## src/rtl/div_20b_seq.sv

```systemverilog
// Restoring divider: normalises a weighted pixel sum by its weight sum, one quotient bit per clock.
// Returns quotient, remainder and a pixel saturated to 255; a zero divisor yields an all-ones quotient.
module div_20b_seq #(
  parameter int WIDTH = 20,
  parameter int DIV_W = 12,
  parameter int ROUND = 1
) (
  input  logic             clk,
  input  logic             rst_n,
  input  logic             in_valid,
  output logic             in_ready,
  input  logic [WIDTH-1:0] dividend,
  input  logic [DIV_W-1:0] divisor,
  output logic             out_valid,
  input  logic             out_ready,
  output logic [WIDTH-1:0] quotient,
  output logic [DIV_W-1:0] remainder,
  output logic [7:0]       pix_out,
  output logic             div_by_zero
);

  typedef enum logic [1:0] {IDLE, CALC, DONE} state_t;
  localparam int CW = $clog2(WIDTH + 2);

  state_t           state_q;
  logic [WIDTH:0]   d_q;
  logic [WIDTH-1:0] q_q;
  logic [DIV_W-1:0] dvs_q;
  logic [DIV_W-1:0] r_q;
  logic [CW-1:0]    cnt_q;
  logic             out_valid_q;
  logic [WIDTH-1:0] quo_q;
  logic [DIV_W-1:0] rem_q;
  logic [7:0]       pix_q;
  logic             dbz_q;

  logic [WIDTH:0]   d_adj;
  logic [DIV_W:0]   r_sh;
  logic             ge;
  logic [DIV_W-1:0] r_sub;
  logic [DIV_W-1:0] r_d;
  logic [WIDTH:0]   q_d;
  logic [7:0]       pix_d;

  // Rounding bias is added at WIDTH+1 bits so the largest sum cannot wrap.
  assign d_adj = {1'b0, dividend} + ((ROUND != 0) ? (WIDTH+1)'(divisor >> 1) : '0);

  assign r_sh  = {r_q, d_q[WIDTH]};
  assign ge    = (r_sh >= {1'b0, dvs_q});
  // The true difference is below 2^DIV_W whenever it is taken, so the wrap-around subtract is exact.
  assign r_sub = r_sh[DIV_W-1:0] - dvs_q;
  assign r_d   = ge ? r_sub : r_sh[DIV_W-1:0];
  assign q_d   = {q_q, ge};
  assign pix_d = (|q_d[WIDTH:8]) ? 8'hFF : q_d[7:0];

  assign in_ready    = (state_q == IDLE);
  assign out_valid   = out_valid_q;
  assign quotient    = quo_q;
  assign remainder   = rem_q;
  assign pix_out     = pix_q;
  assign div_by_zero = dbz_q;

  always_ff @(posedge clk or negedge rst_n) begin
    if (!rst_n) begin
      state_q     <= IDLE;
      d_q         <= '0;
      q_q         <= '0;
      dvs_q       <= '0;
      r_q         <= '0;
      cnt_q       <= '0;
      out_valid_q <= 1'b0;
      quo_q       <= '0;
      rem_q       <= '0;
      pix_q       <= '0;
      dbz_q       <= 1'b0;
    end else begin
      case (state_q)
        IDLE: begin
          if (in_valid) begin
            dvs_q <= divisor;
            d_q   <= d_adj;
            r_q   <= '0;
            q_q   <= '0;
            cnt_q <= CW'(WIDTH + 1);
            if (divisor == '0) begin
              quo_q       <= '1;
              rem_q       <= '0;
              pix_q       <= 8'hFF;
              dbz_q       <= 1'b1;
              out_valid_q <= 1'b1;
              state_q     <= DONE;
            end else begin
              state_q <= CALC;
            end
          end
        end
        CALC: begin
          r_q   <= r_d;
          q_q   <= q_d[WIDTH-1:0];
          d_q   <= {d_q[WIDTH-1:0], 1'b0};
          cnt_q <= cnt_q - CW'(1);
          if (cnt_q == CW'(1)) begin
            quo_q       <= q_d[WIDTH-1:0];
            rem_q       <= r_d;
            pix_q       <= pix_d;
            dbz_q       <= 1'b0;
            out_valid_q <= 1'b1;
            state_q     <= DONE;
          end
        end
        DONE: begin
          if (out_ready) begin
            out_valid_q <= 1'b0;
            state_q     <= IDLE;
          end
        end
        default: state_q <= IDLE;
      endcase
    end
  end

endmodule

```

## config.mk

```make
export PLATFORM = sky130hd
export DESIGN_NAME = div_20b_seq
export DESIGN_NICKNAME = d
export VERILOG_FILES = /design/src/rtl/div_20b_seq.sv
export SDC_FILE = /design/constraint.sdc
export NUM_CORES = 1
export LEC_CHECK = 0
export BUFFER_PORTS_ARGS = -buffer_cell sky130_fd_sc_hd__buf_2
export CORE_UTILIZATION = 52
export DETAILED_ROUTE_END_ITERATION = 8
export PLACE_DENSITY = 0.84
export SLEW_MARGIN = 40
export SYNTH_ARGS = -nofsm -noshare
export SYNTH_HDL_FRONTEND = slang
export SYNTH_SLANG_ARGS = --single-unit
```

## constraint.sdc

```tcl
create_clock -name clk -period 1.9 [get_ports clk]
set_input_delay 0.285 -clock clk [delete_from_list [all_inputs] [get_ports clk]]
set_output_delay 0.285 -clock clk [all_outputs]
set_load 0.005 [all_outputs]
```

# == Yosys cells after proc, flatten, opt, wreduce, memory -nomap -nowiden ==
# Index checks and enable logic that the tools add are counted.
# word_totals
reg_bits,114
elab_cells,66
inputBits,36
output_inout_bits,43
# op_classes
addsub,3
eq_ne,7
magnitude_cmp,1
n_reduce_logical,10
n_mux,34
# ops
op,n
$mux 20,4
$pmux 20 s2,2
$mux 12,5
$pmux 12 s2,2
$pmux 21 s2,1
$mux 8,4
$add 20x11->21,1
$mux 21,1
$pmux 8 s2,1
$ge 13x12->1,1
$reduce_or 13->1,1
$logic_not 12->1,1
$sub 12x12->12,1
$pmux 5 s2,1
$mux 2,4
$ne 2x2->1 const B,3
$pmux 2 s3,1
$eq 5x1->1 const B,1
$mux 1,5
$mux 5,1
$reduce_and 5->1,1
$sub 5x1->5 const B,1
$reduce_and 2->1,2
$reduce_and 4->1,1
9 further kinds,9

# == Longest topological paths before layout ==
# Gate-level depths: netlist (run 1).
# logic_depth
word_depth,4
mapped_depth,10
mapped_depth_nobuf,10

# == Worst setup path before layout (run 1) ==
# Ideal clock, no wire load.
# synth_path
kind,input port to flip-flop
start,input port dividend[0]
end,register d_q[18]
t_arrival_ps,1955
t_required_ps,1766
path_stages,9
path_slack_ps,-190
setup_ps,134
path_buffers,0
path_cell_list,ha_1 -> fa_1 -> a211oi_1 -> o21bai_1 -> a21oi_1 -> o31ai_1 -> nand4_1 -> xor2_1 -> o21ai_0
# synth_between
elab_chain_len,3
# synth_rtl
element,line,source
from (decl),12,"input logic [WIDTH-1:0] dividend,"
$add 20x11->21,46,"assign d_adj = {1'b0, dividend} + ((ROUND != 0) ? (WIDTH+1)'(divisor >> 1) : '0);"
$mux 21,79,if (in_valid) begin
$pmux 21 s2,77,case (state_q)
to (signal assigned),81,d_q <= d_adj;
to (signal assigned),100,"d_q <= {d_q[WIDTH-1:0], 1'b0};"
to (decl),26,logic [WIDTH:0] d_q;
# No other way between the ends. The select of a mux whose other input is x is not followed.
# A chain may end at the register's enable or synchronous reset.

# == Final worst setup path (run 1) ==
# layout_path
start,register dvs_q[8]
end,register r_q[11]
# layout_between
elab_chain_len,3
word_cells_on_any_way,4
classes_between,add/sub (1); order compare (1); mux (2)
# layout_rtl
element,line,source
from (decl),28,logic [DIV_W-1:0] dvs_q;
from (signal assigned),80,dvs_q <= divisor;
$sub 12x12->12 or $ge 13x12->1 (tied branches),"51, 49",
$mux 12 *,52,assign r_d = ge ? r_sub : r_sh[DIV_W-1:0];
$pmux 12 s2 *,77,
to (signal assigned),98,r_q <= r_d;
to (decl),29,logic [DIV_W-1:0] r_q;
# Mark *: on every way between the ends. The rest lies on a longest branch, timed or not.

==> results.yml, run 1 <==
sta:
  worst_slew_pin_slew_ns: 0.503
  maxSlewHeadroom_pct: 66.5
  fin_crit_ns: 2.27
  post-route-period-util_pct: 119
  final.setup_skew_ns: 0.00917
  slew_viol_final: 0
  hold_violations: 0
  finalWorstSetupSlack_ns: -0.368
  tns_ns: -7.09
  holdWs_ns: 0.0302
  clock.fmax_ghz: 0.441
  rsz0062_at_grt: "true"
  setup_viol: 28
logic_synthesis:
  ys_seq_area_share_pct: 49.9
  yosysTopAreaCellShare_pct: 49.9
  yosys_register_bits: 114
  syn_nets: 652
  synth_area_leaders: "dfrtp_1, nand2_1, ha_1"
  netlist_area_um2: 5720
  yosys.area_share.simple_pct: 14.8
  synth_top_cell_by_area: "dfrtp_1"
  synth_top_family_by_area: "compound AO/OA/AOI/OAI gates"
  yosysWarnings: 0
  synth_edf_count: 0
  synth-compound-area-share_pct: 20.1
  syn_inst: 589
  synth_cell_types: 49
  synth_xor_area_share_pct: 4.29
  synth_mux_area_share_pct: 1.27
  synthAdderAreaFrac_pct: 6.17
  ys_async_sr_fraction_pct: 100
  ys.flop_type: "dfrtp_1"
  synth.avg_cell_area_um2: 9.71
global_routing:
  overflow: 0
  grt_max_degree: 45
  use_met3_pct: 7.23
  antenna_found_initial: 0
  grt_use_met2_pct: 55.4
  grt_pass1_wl_um: 27800
  top_usage_layer: "met2"
  grt_pass1_vias: 5733
  grtUsageTotal_pct: 32.1
  grt_use_met1_pct: 38.0
cells_and_area:
  nFillCells: 615
  diodes: 0
  area_delta_synth_final_pct: 41.4
  regArea_um2: 2850
  drive_gt1_share_pct: 36.4
  multi_input_area_um2: 3070
  instances_no_fill: 918
  fin_nets: 832
  utilization_pct: 77.0
  design_area_um2: 8090
die:
  die_w_um: 107
  ioPinCount: 79
  core_um2: 10500
  chipHeight_um: 107
  die_area_um2: 11400
  rows: 37
  start_util_pct: 54.4
power:
  total_power_mw: 15.6
  leakage_nw: 3.67
  powerDensity_nw_per_um2: 1920
  ir_drop_mv: 1.09
job:
  maxCapViolCount: 0
setup_path:
  arrival_ns: 2.72
  startpoint: "dvs_q[8]"
  cp_max_fo: 4
  reg2regPathDepth: 11
  timing.setup.critical_path_class: "reg -> reg"
  cp-start-kind: "flip-flop"
  cp_slowest_stage_delay_ns: 0.37
  critical_path.slowest_cell: "dfrtp_1"
  cp.depth: 11
  crit_required_ns: 2.35
  path_buf_inv: 3
  regToRegStartpoint: "dvs_q[8]"
  cp_top_family: "compound AO/OA/AOI/OAI gates"
  end_kind: "flip-flop"
  worstPathCellList: "inv_1, ha_1, buf_4, a21oi_1, buf_4, o21bai_1, a21oi_1, o21ai_1, xor2_1, mux2i_4, o21ai_1"
route:
  drc: 0
  dr.pass1.iters: 5
  antenna_left: 0
  wl_per_cell_um: 19.9
  first_iter_violations: 550
  via_per_inst: 6.12
  drt-total-wl_um: 18300
  vias: 5619
clock_network:
  cts_sinks: 114
  cts.path.max_buffers: 2
  clk_latency_ns: 0.53
  cts_htree_levels: 4
  numCtsBuffers: 17
  cts-root-buf: "clkbuf_8"
  cts_tree: "done"
  clk_pin_slew_ns: 0.06
outcome:
  outcome: "complete, but fails checks"
  failed_checks: "negative setup slack"
min_path:
  hold_path.class: "in -> reg"
  hold_start: "divisor[10]"
  hold_depth: 3
placed_design:
  pre_cts_slack_ns: -0.373
  placed_area_um2: 6990
  gp_congestion: 0.920
  dp.cells: 871
  io_buffer_count: 78
  place_hpwl_um: 10600
-- synthesized netlist by cell type, types with 3 or more instances --
master / count
inv_1: 22
ha_1: 25
mux2i_1: 5
a21oi_1: 34
nor4_1: 8
nand2_1: 91
xor2_1: 14
o21ai_0: 57
nand4_1: 7
o22ai_1: 12
o21a_1: 3
o31ai_1: 5
a21o_1: 6
nand3_1: 28
and3_1: 7
o21bai_1: 5
dfrtp_1: 114
o22a_1: 27
a22oi_1: 11
clkbuf_1: 21
nor3_1: 7
xnor2_1: 14
a211oi_1: 4
nand2b_1: 5
nor2_1: 24
-- layer usage --
layer | wire length [µm] | vias up
met4 | 868 | 0
met5 | 0 | -
li1 | - | 2480
met3 | 1160 | 80
met1 | 6920 | 2740
met2 | 9330 | 319
-- worst reg2reg max path, stage by stage (launching register included) --
cell and delay [ns]:
dfrtp_1 0.37, inv_1 0.11, ha_1 0.27, buf_4 0.15, a21oi_1 0.16, buf_4 0.16
o21bai_1 0.08, a21oi_1 0.24, o21ai_1 0.13, xor2_1 0.27, mux2i_4 0.12, o21ai_1 0.14
-- cells in the final DEF, fill, tap and decap left out, types with 11 or more instances in the layout --
cell,count
clkbuf_16,17
xor2_1,14
xnor2_1,14
o21ai_0,35
a21oi_1,27
o21ai_1,18
buf_2,77
o22a_1,27
ha_1,18
inv_1,17
buf_4,94
nand3_1,26
a22oi_1,11
o22ai_1,12
dfrtp_1,113
nor2_1,16
nand2_1,90
-- registers in the layout (all words and copies together), names as in the netlist --
name         count
pix_out          8
dvs_q           12
state_q          2
remainder       12
r_q             12
d_q             21
q_q             20
quotient        20
out_valid        1
cnt_q            5
div_by_zero      1
-- where the power goes --
part | leakage (nW) | switching [mW] | total (mW) | internal [mW]
clock network | 0.289 | 1.26 | 3.27 | 2.01
logic | 2.03 | 4.63 | 8.43 | 3.80
registers | 1.35 | 0.645 | 3.86 | 3.22
-- worst paths after layout --
| check | endpoint | slack [ns] |
|---|---|---|
| setup / recovery | r_q[11] | -0.37 |
| hold / removal | dvs_q[10] | 0.03 |
| setup reg to reg | r_q[11] | -0.37 |
| hold reg to reg | remainder[6] | 0.49 |
| max in group asynchronous | r_q[0] | 1.00 |
| min in group asynchronous | d_q[9] | 0.27 |
-- timing repair --
action                                  4_1_cts  5_1_grt
endpoints found under the setup margin       46       55
gates cloned                                  1        1
resized for setup                            63       35
hold endpoints to repair                     34        0
pin swaps                                    17       11
hold buffers                                  2        0
buffers inserted                              9        3
-- area by class of cell --
cell class / count / share of cell area [%]
clock buffers: 17 / 5.12
inverters: 24 / 1.21
multi-input cells: 426 / 37.9
flip-flops and latches: 114 / 35.3
repair buffers: 186 / 16.1
clock inverters: 15 / 2.29
well taps: 136 / 2.10
-- logic make-up after synthesis --
| family | Yosys count |
|---|---|
| mux | 7 |
| buf+inv | 50 |
| compound gates | 178 |
| simple gates | 185 |
| xor+xnor | 28 |
| fa+ha+maj | 27 |
| flops | 114 |
Note: power is estimated with default switching activity, not from simulation.
==> run 2: changes to the inputs <==
==> config.mk (replaced) <==
export PLATFORM = sky130hd
export DESIGN_NAME = div_20b_seq
export DESIGN_NICKNAME = d
export VERILOG_FILES = /design/src/rtl/div_20b_seq.sv
export SDC_FILE = /design/constraint.sdc
export NUM_CORES = 1
export LEC_CHECK = 0
export ABC_AREA = 1
export BUFFER_PORTS_ARGS = -buffer_cell sky130_fd_sc_hd__buf_4
export CORE_UTILIZATION = 53
export DETAILED_ROUTE_END_ITERATION = 8
export PLACE_DENSITY = 0.85
export SLEW_MARGIN = 40
export SYNTH_ARGS = -nofsm -noshare
export SYNTH_HDL_FRONTEND = slang
export SYNTH_SLANG_ARGS = --single-unit
==> run 2 against run 1 <==
The run still ends with negative setup slack left. Sequential cell count unchanged. Critical endpoint is now remainder[5]. Area after synthesis increased by 8.0%. Synthesized cell count up 33%. Final area grew 3.3%. Non-clock buffer count decreased by 41. Largest cell class unchanged. Global-route usage is 3.4 points lower. First-iteration DRC count down 12%.
==> results.yml, run 2 <==
outcome:
  outcome: "complete, but fails checks"
  failed_checks: "negative setup slack"
clock_network:
  cts_tree: "done"
  cts_htree_levels: 4
  clk_pin_slew_ns: 0.06
  cts_sinks: 114
  cts.path.max_buffers: 2
  cts-root-buf: "clkbuf_16"
  numCtsBuffers: 17
  clk_latency_ns: 0.42
logic_synthesis:
  synth.avg_cell_area_um2: 7.88
  yosysMostFrequentCell: "nand2_1"
  syn_nets: 847
  ys_seq_area_share_pct: 46.2
  synth_cell_types: 40
  synth_area_leaders: "dfrtp_1, nand2_1, nor2_1"
  synth_edf_count: 0
  ys.flop_type: "dfrtp_1"
  synth_top_cell_by_area: "dfrtp_1"
  ys_async_sr_fraction_pct: 100
  syn_inst: 784
  synthTopCellsByCount: "nand2_1, dfrtp_1, nor2_1, inv_1, nand3_1"
  netlist_area_um2: 6180
  yosys_register_bits: 114
  yosysTopAreaCellShare_pct: 46.2
  yosysWarnings: 0
power:
  leakage_nw: 4.13
  ir_drop_mv: 1.27
  total_power_mw: 16.0
  powerDensity_nw_per_um2: 1910
cells_and_area:
  diodes: 0
  final_common_cell: "nand2_1"
  fin_nets: 989
  largest_register_ffs: 21
  drive_gt1_share_pct: 28.8
  final_cell_mix: "nand2_1, buf_4, dfrtp_1"
  area_delta_synth_final_pct: 35.2
  top_register: "d_q"
global_routing:
  grt_use_met2_pct: 47.6
  grt_pass1_vias: 5647
  antenna_found_initial: 0
  grt_use_met1_pct: 36.4
  grt_pass1_wl_um: 26600
  use_met3_pct: 6.00
  top_usage_layer: "met2"
  grt_max_degree: 43
  grtUsageTotal_pct: 28.7
  overflow: 0
placed_design:
  gp_congestion: 0.939
  io_buffer_count: 78
  place_hpwl_um: 11200
sta:
  worst_slew_pin_slew_ns: 0.420
  holdWs_ns: 0.103
  fin_crit_ns: 1.94
  hold_violations: 0
  final.setup_skew_ns: 0.00966
  clock.fmax_ghz: 0.514
  finalWorstSetupSlack_ns: -0.0448
  post-route-period-util_pct: 102
  setup_viol: 12
  maxSlewHeadroom_pct: 71.7
  slew_viol_final: 0
  rsz0062_at_grt: "true"
route:
  first_iter_violations: 486
  drc: 0
  drt-total-wl_um: 18000
  via_per_inst: 5.59
  dr.pass1.iters: 5
  vias: 6052
  antenna_left: 0
  wl_per_cell_um: 16.6
setup_path:
  worst-r2r-setup-slack_ns: -0.04
  arrival_ns: 2.30
  cp_max_fo: 6
  reg2regPathDepth: 13
  crit_required_ns: 2.25
  cp-start-kind: "flip-flop"
  timing.setup.critical_path_class: "reg -> reg"
  end_kind: "flip-flop"
die:
  ioPinCount: 79
  rows: 39
  core_um2: 11400
  die_w_um: 110
  start_util_pct: 54.4
  chipHeight_um: 110
  die_area_um2: 12100
job:
  maxCapViolCount: 0
min_path:
  hold_path.class: "in -> reg"
  hold_depth: 3
-- run 2: cell count changes in the layout (fill, tap and decap cells not counted), moves of 8 or more --
| cell | before | now |
|---|---|---|
| nand2_2 | 1 | 26 |
| o21ai_1 | 18 | 2 |
| nor2_1 | 16 | 79 |
| nand3_1 | 26 | 50 |
| o22a_1 | 27 | 0 |
| inv_1 | 17 | 76 |
| xor2_1 | 14 | 6 |
| nand2_1 | 90 | 192 |
| inv_2 | 6 | 14 |
| buf_2 | 77 | 0 |
| buf_4 | 94 | 138 |
-- run 2: path summary, 6_finish.rpt --
check                              start            end
setup reg to reg                dvs_q[1]   remainder[5]
setup / recovery                dvs_q[1]   remainder[5]
min in group asynchronous          rst_n        d_q[14]
hold / removal                divisor[5]       dvs_q[5]
max in group asynchronous          rst_n         r_q[3]
hold reg to reg            remainder[10]  remainder[10]
-- run 2: cell families (layout without fill, tap and decap cells) --
group / after synthesis / after routing / share of synthesized area (%)
compound gates: 114 / 114 / 10.6
xor+xnor: 15 / 15 / 2.13
fa+ha+maj: 27 / 27 / 5.71
buf+inv: 116 / 270 / 8.04
flops: 114 / 114 / 46.2
mux: 1 / 1 / 0.162
simple gates: 397 / 398 / 27.2
-- run 2: worst max-delay path, cell delays in order (launching register included) --
cell	delay, ns
dfrtp_1	0.40
inv_1	0.10
ha_4	0.30
nand2_1	0.07
nor2_1	0.16
nand2_1	0.09
nand3_2	0.11
nand2_4	0.08
nand3_4	0.14
buf_12	0.14
nand2_2	0.06
nand2_2	0.07
nand3_1	0.08
nand2_1	0.07
-- run 2: report_power, final --
group | switching (mW) | leakage (nW) | total (mW) | internal (mW)
Sequential | 0.601 | 1.35 | 3.96 | 3.36
Combinational | 5.07 | 2.50 | 8.80 | 3.74
Clock | 1.14 | 0.282 | 3.21 | 2.06
Total | 6.81 | 4.13 | 16.0 | 9.16
-- run 2: cell type report --
type                            count  area, µm²
Fill cell                         814       3020
Tap cell                          143        179
Timing Repair Buffer              145       1150
Multi-Input combinational cell    555       3220
Inverter                           93        357
Clock buffer                       24        492
Sequential cell                   114       2860
Clock inverter                      8        101
-- run 2: repair_timing --
item                                    CTS  global route
endpoints found under the setup margin   27            48
resized for setup                        32            67
endpoints found under the hold margin    15             0
hold buffers                              1             0
setup buffers                             5             4
pin swaps                                11            23
cloned                                    1             0
-- run 2: metal layers --
metal  up-vias  wire length [µm]
met5         -                 0
met4         0               758
met3        62               904
met2       232              8940
met1      2911              7350
li1       2847                 -
-- run 2: per-stage QoR --
stage	setup TNS, ns	instances	utilization, %	setup WS, ns	instance area (µm²)
after CTS	0	1078	71.4	0.000654	8120
final	-0.230	1082	73.5	-0.0448	8350
after global routing	-1.90	1082	73.5	-0.131	8350
after floorplan	0	784	-	0.107	6180
after detailed placement	-4.15	1040	64.1	-0.247	7290
after global placement	-2.76	1040	64.1	-0.218	7290
==> run 3: changes to the inputs <==
--- a/config.mk
+++ b/config.mk
@@ -5,11 +5,11 @@
 export SDC_FILE = /design/constraint.sdc
 export NUM_CORES = 1
 export LEC_CHECK = 0
-export ABC_AREA = 1
+export ABC_AREA = 0
 export BUFFER_PORTS_ARGS = -buffer_cell sky130_fd_sc_hd__buf_4
-export CORE_UTILIZATION = 53
+export CORE_UTILIZATION = 52
 export DETAILED_ROUTE_END_ITERATION = 8
-export PLACE_DENSITY = 0.85
+export PLACE_DENSITY = 0.84
 export SLEW_MARGIN = 40
 export SYNTH_ARGS = -nofsm -noshare
 export SYNTH_HDL_FRONTEND = slang
==> run 3 against run 2 <==
The run still ends with negative setup slack left. Sequential power down 3%. First-iteration DRC count down 19%. Combinational power down 3.8%. Worst hold slack worse by 0.091 ns. Register-to-register slack worse by 0.35 ns. Clock skew down 0.00093 ns. Sequential share of layout area up 0.45 points. Non-clock buffer count up 45. Critical path type unchanged. Largest cell class unchanged. Largest power group unchanged.
==> results.yml, run 3 (synthesis results as in run 1) <==
power:
  leakage_nw: 3.74
  total_power_mw: 15.3
  ir_drop_mv: 1.03
  powerDensity_nw_per_um2: 1860
sta:
  finalWorstSetupSlack_ns: -0.393
  setup_viol: 40
  fin_crit_ns: 2.29
  maxSlewHeadroom_pct: 70.3
  clock.fmax_ghz: 0.436
  post-route-period-util_pct: 121
  hold_violations: 0
  tns_ns: -9.23
  worst_slew_pin_slew_ns: 0.443
  rsz0062_at_grt: "true"
  holdWs_ns: 0.0115
  slew_viol_final: 0
  final.setup_skew_ns: 0.00873
route:
  drc: 0
  dr.pass1.iters: 5
  first_iter_violations: 392
  wl_per_cell_um: 19.4
  via_per_inst: 6.06
  antenna_left: 0
  drt-total-wl_um: 17900
  vias: 5584
placed_design:
  dp.cells: 874
  pre_cts_slack_ns: -0.371
  placed_area_um2: 7220
  io_buffer_count: 78
  gp_congestion: 0.868
  place_hpwl_um: 10800
clock_network:
  cts_sinks: 114
  cts_tree: "done"
  cts_htree_levels: 4
  cts.path.max_buffers: 2
  clk_latency_ns: 0.53
  clk_pin_slew_ns: 0.06
  cts-root-buf: "clkbuf_8"
  numCtsBuffers: 17
min_path:
  hold_path.class: "in -> reg"
setup_path:
  arrival_ns: 2.75
  crit_required_ns: 2.36
  cp_max_fo: 2
  timing.setup.critical_path_class: "reg -> reg"
  end_kind: "flip-flop"
  cp-start-kind: "flip-flop"
cells_and_area:
  design_area_um2: 8240
  area_delta_synth_final_pct: 43.9
  instances_no_fill: 922
  top_register: "d_q"
  fin_nets: 836
  largest_register_ffs: 21
  diodes: 0
  final_common_cell: "buf_4"
  final_cell_mix: "buf_4, dfrtp_1, nand2_1"
  utilization_pct: 78.4
  drive_gt1_share_pct: 36.3
outcome:
  failed_checks: "negative setup slack"
  outcome: "complete, but fails checks"
global_routing:
  use_met3_pct: 5.71
  grt_max_degree: 52
  grt_use_met2_pct: 52.5
  antenna_found_initial: 0
  grt_pass1_vias: 5449
  grtUsageTotal_pct: 30.3
  overflow: 0
  grt_use_met1_pct: 37.0
  top_usage_layer: "met2"
  grt_pass1_wl_um: 26600
die:
  die_area_um2: 11400
  die_w_um: 107
  chipHeight_um: 107
  rows: 37
  core_um2: 10500
  ioPinCount: 79
  start_util_pct: 54.4
job:
  maxCapViolCount: 0
[run 3: cell types whose count changed in the layout (fill, tap and decap cells not counted), moves of 8 or more]
| cell | previous run | this run |
|---|---|---|
| inv_2 | 14 | 6 |
| o21ai_0 | 32 | 41 |
| nor2_1 | 79 | 16 |
| o22a_1 | 0 | 27 |
| buf_4 | 138 | 174 |
| nand2_1 | 192 | 91 |
| o21ai_1 | 2 | 16 |
| inv_1 | 76 | 17 |
| nand2_2 | 26 | 0 |
| nand3_1 | 50 | 26 |
[run 3: worst max-delay path, cell delays in order, from the launching register on]
cell      delay [ns]
dfrtp_1         0.40
inv_2           0.08
ha_4            0.17
fa_2            0.33
nand2b_4        0.17
a211oi_2        0.29
o21ai_2         0.11
buf_4           0.14
nand2b_1        0.09
xor2_1          0.17
mux2i_1         0.12
o21ai_1         0.14
[run 3: final timing paths]
path / cells after the start / startpoint / to / slack [ns]
worst max-delay path: 11 / d_q[20] / remainder[8] / -0.39
worst min-delay path: 3 / divisor[11] / dvs_q[11] / 0.01
worst max register to register: 11 / d_q[20] / remainder[8] / -0.39
worst min register to register: 2 / remainder[6] / remainder[6] / 0.49
max in group asynchronous: 3 / rst_n / q_q[18] / 1.03
min in group asynchronous: 2 / rst_n / d_q[4] / 0.24
[run 3: final cells by class]
class                   instances  area [µm²]
clock buffers                  17         414
clock inverters                15         134
fillers                       636        2270
inverters                      24        95.1
multi-input cells             426        3050
flip-flops and latches        114        2850
well taps                     136         170
repair buffers                190        1520
[run 3: repair_timing]
item,CTS,global route
pin swaps,17,16
hold buffers,3,0
buffers inserted,4,9
hold endpoints to repair,31,0
resized for setup,40,44
setup endpoints to repair,53,55
cloned,1,0
[run 3: layer usage]
metal  vias up  wire length, µm
li1       2481                -
met1      2788             6990
met2       262             9420
met3        53              921
met4         0              571
met5         -                0
[run 3: power by group]
group | switching [mW] | internal [mW]
logic | 4.53 | 3.94
registers | 0.637 | 3.22
clock network | 1.24 | 1.74
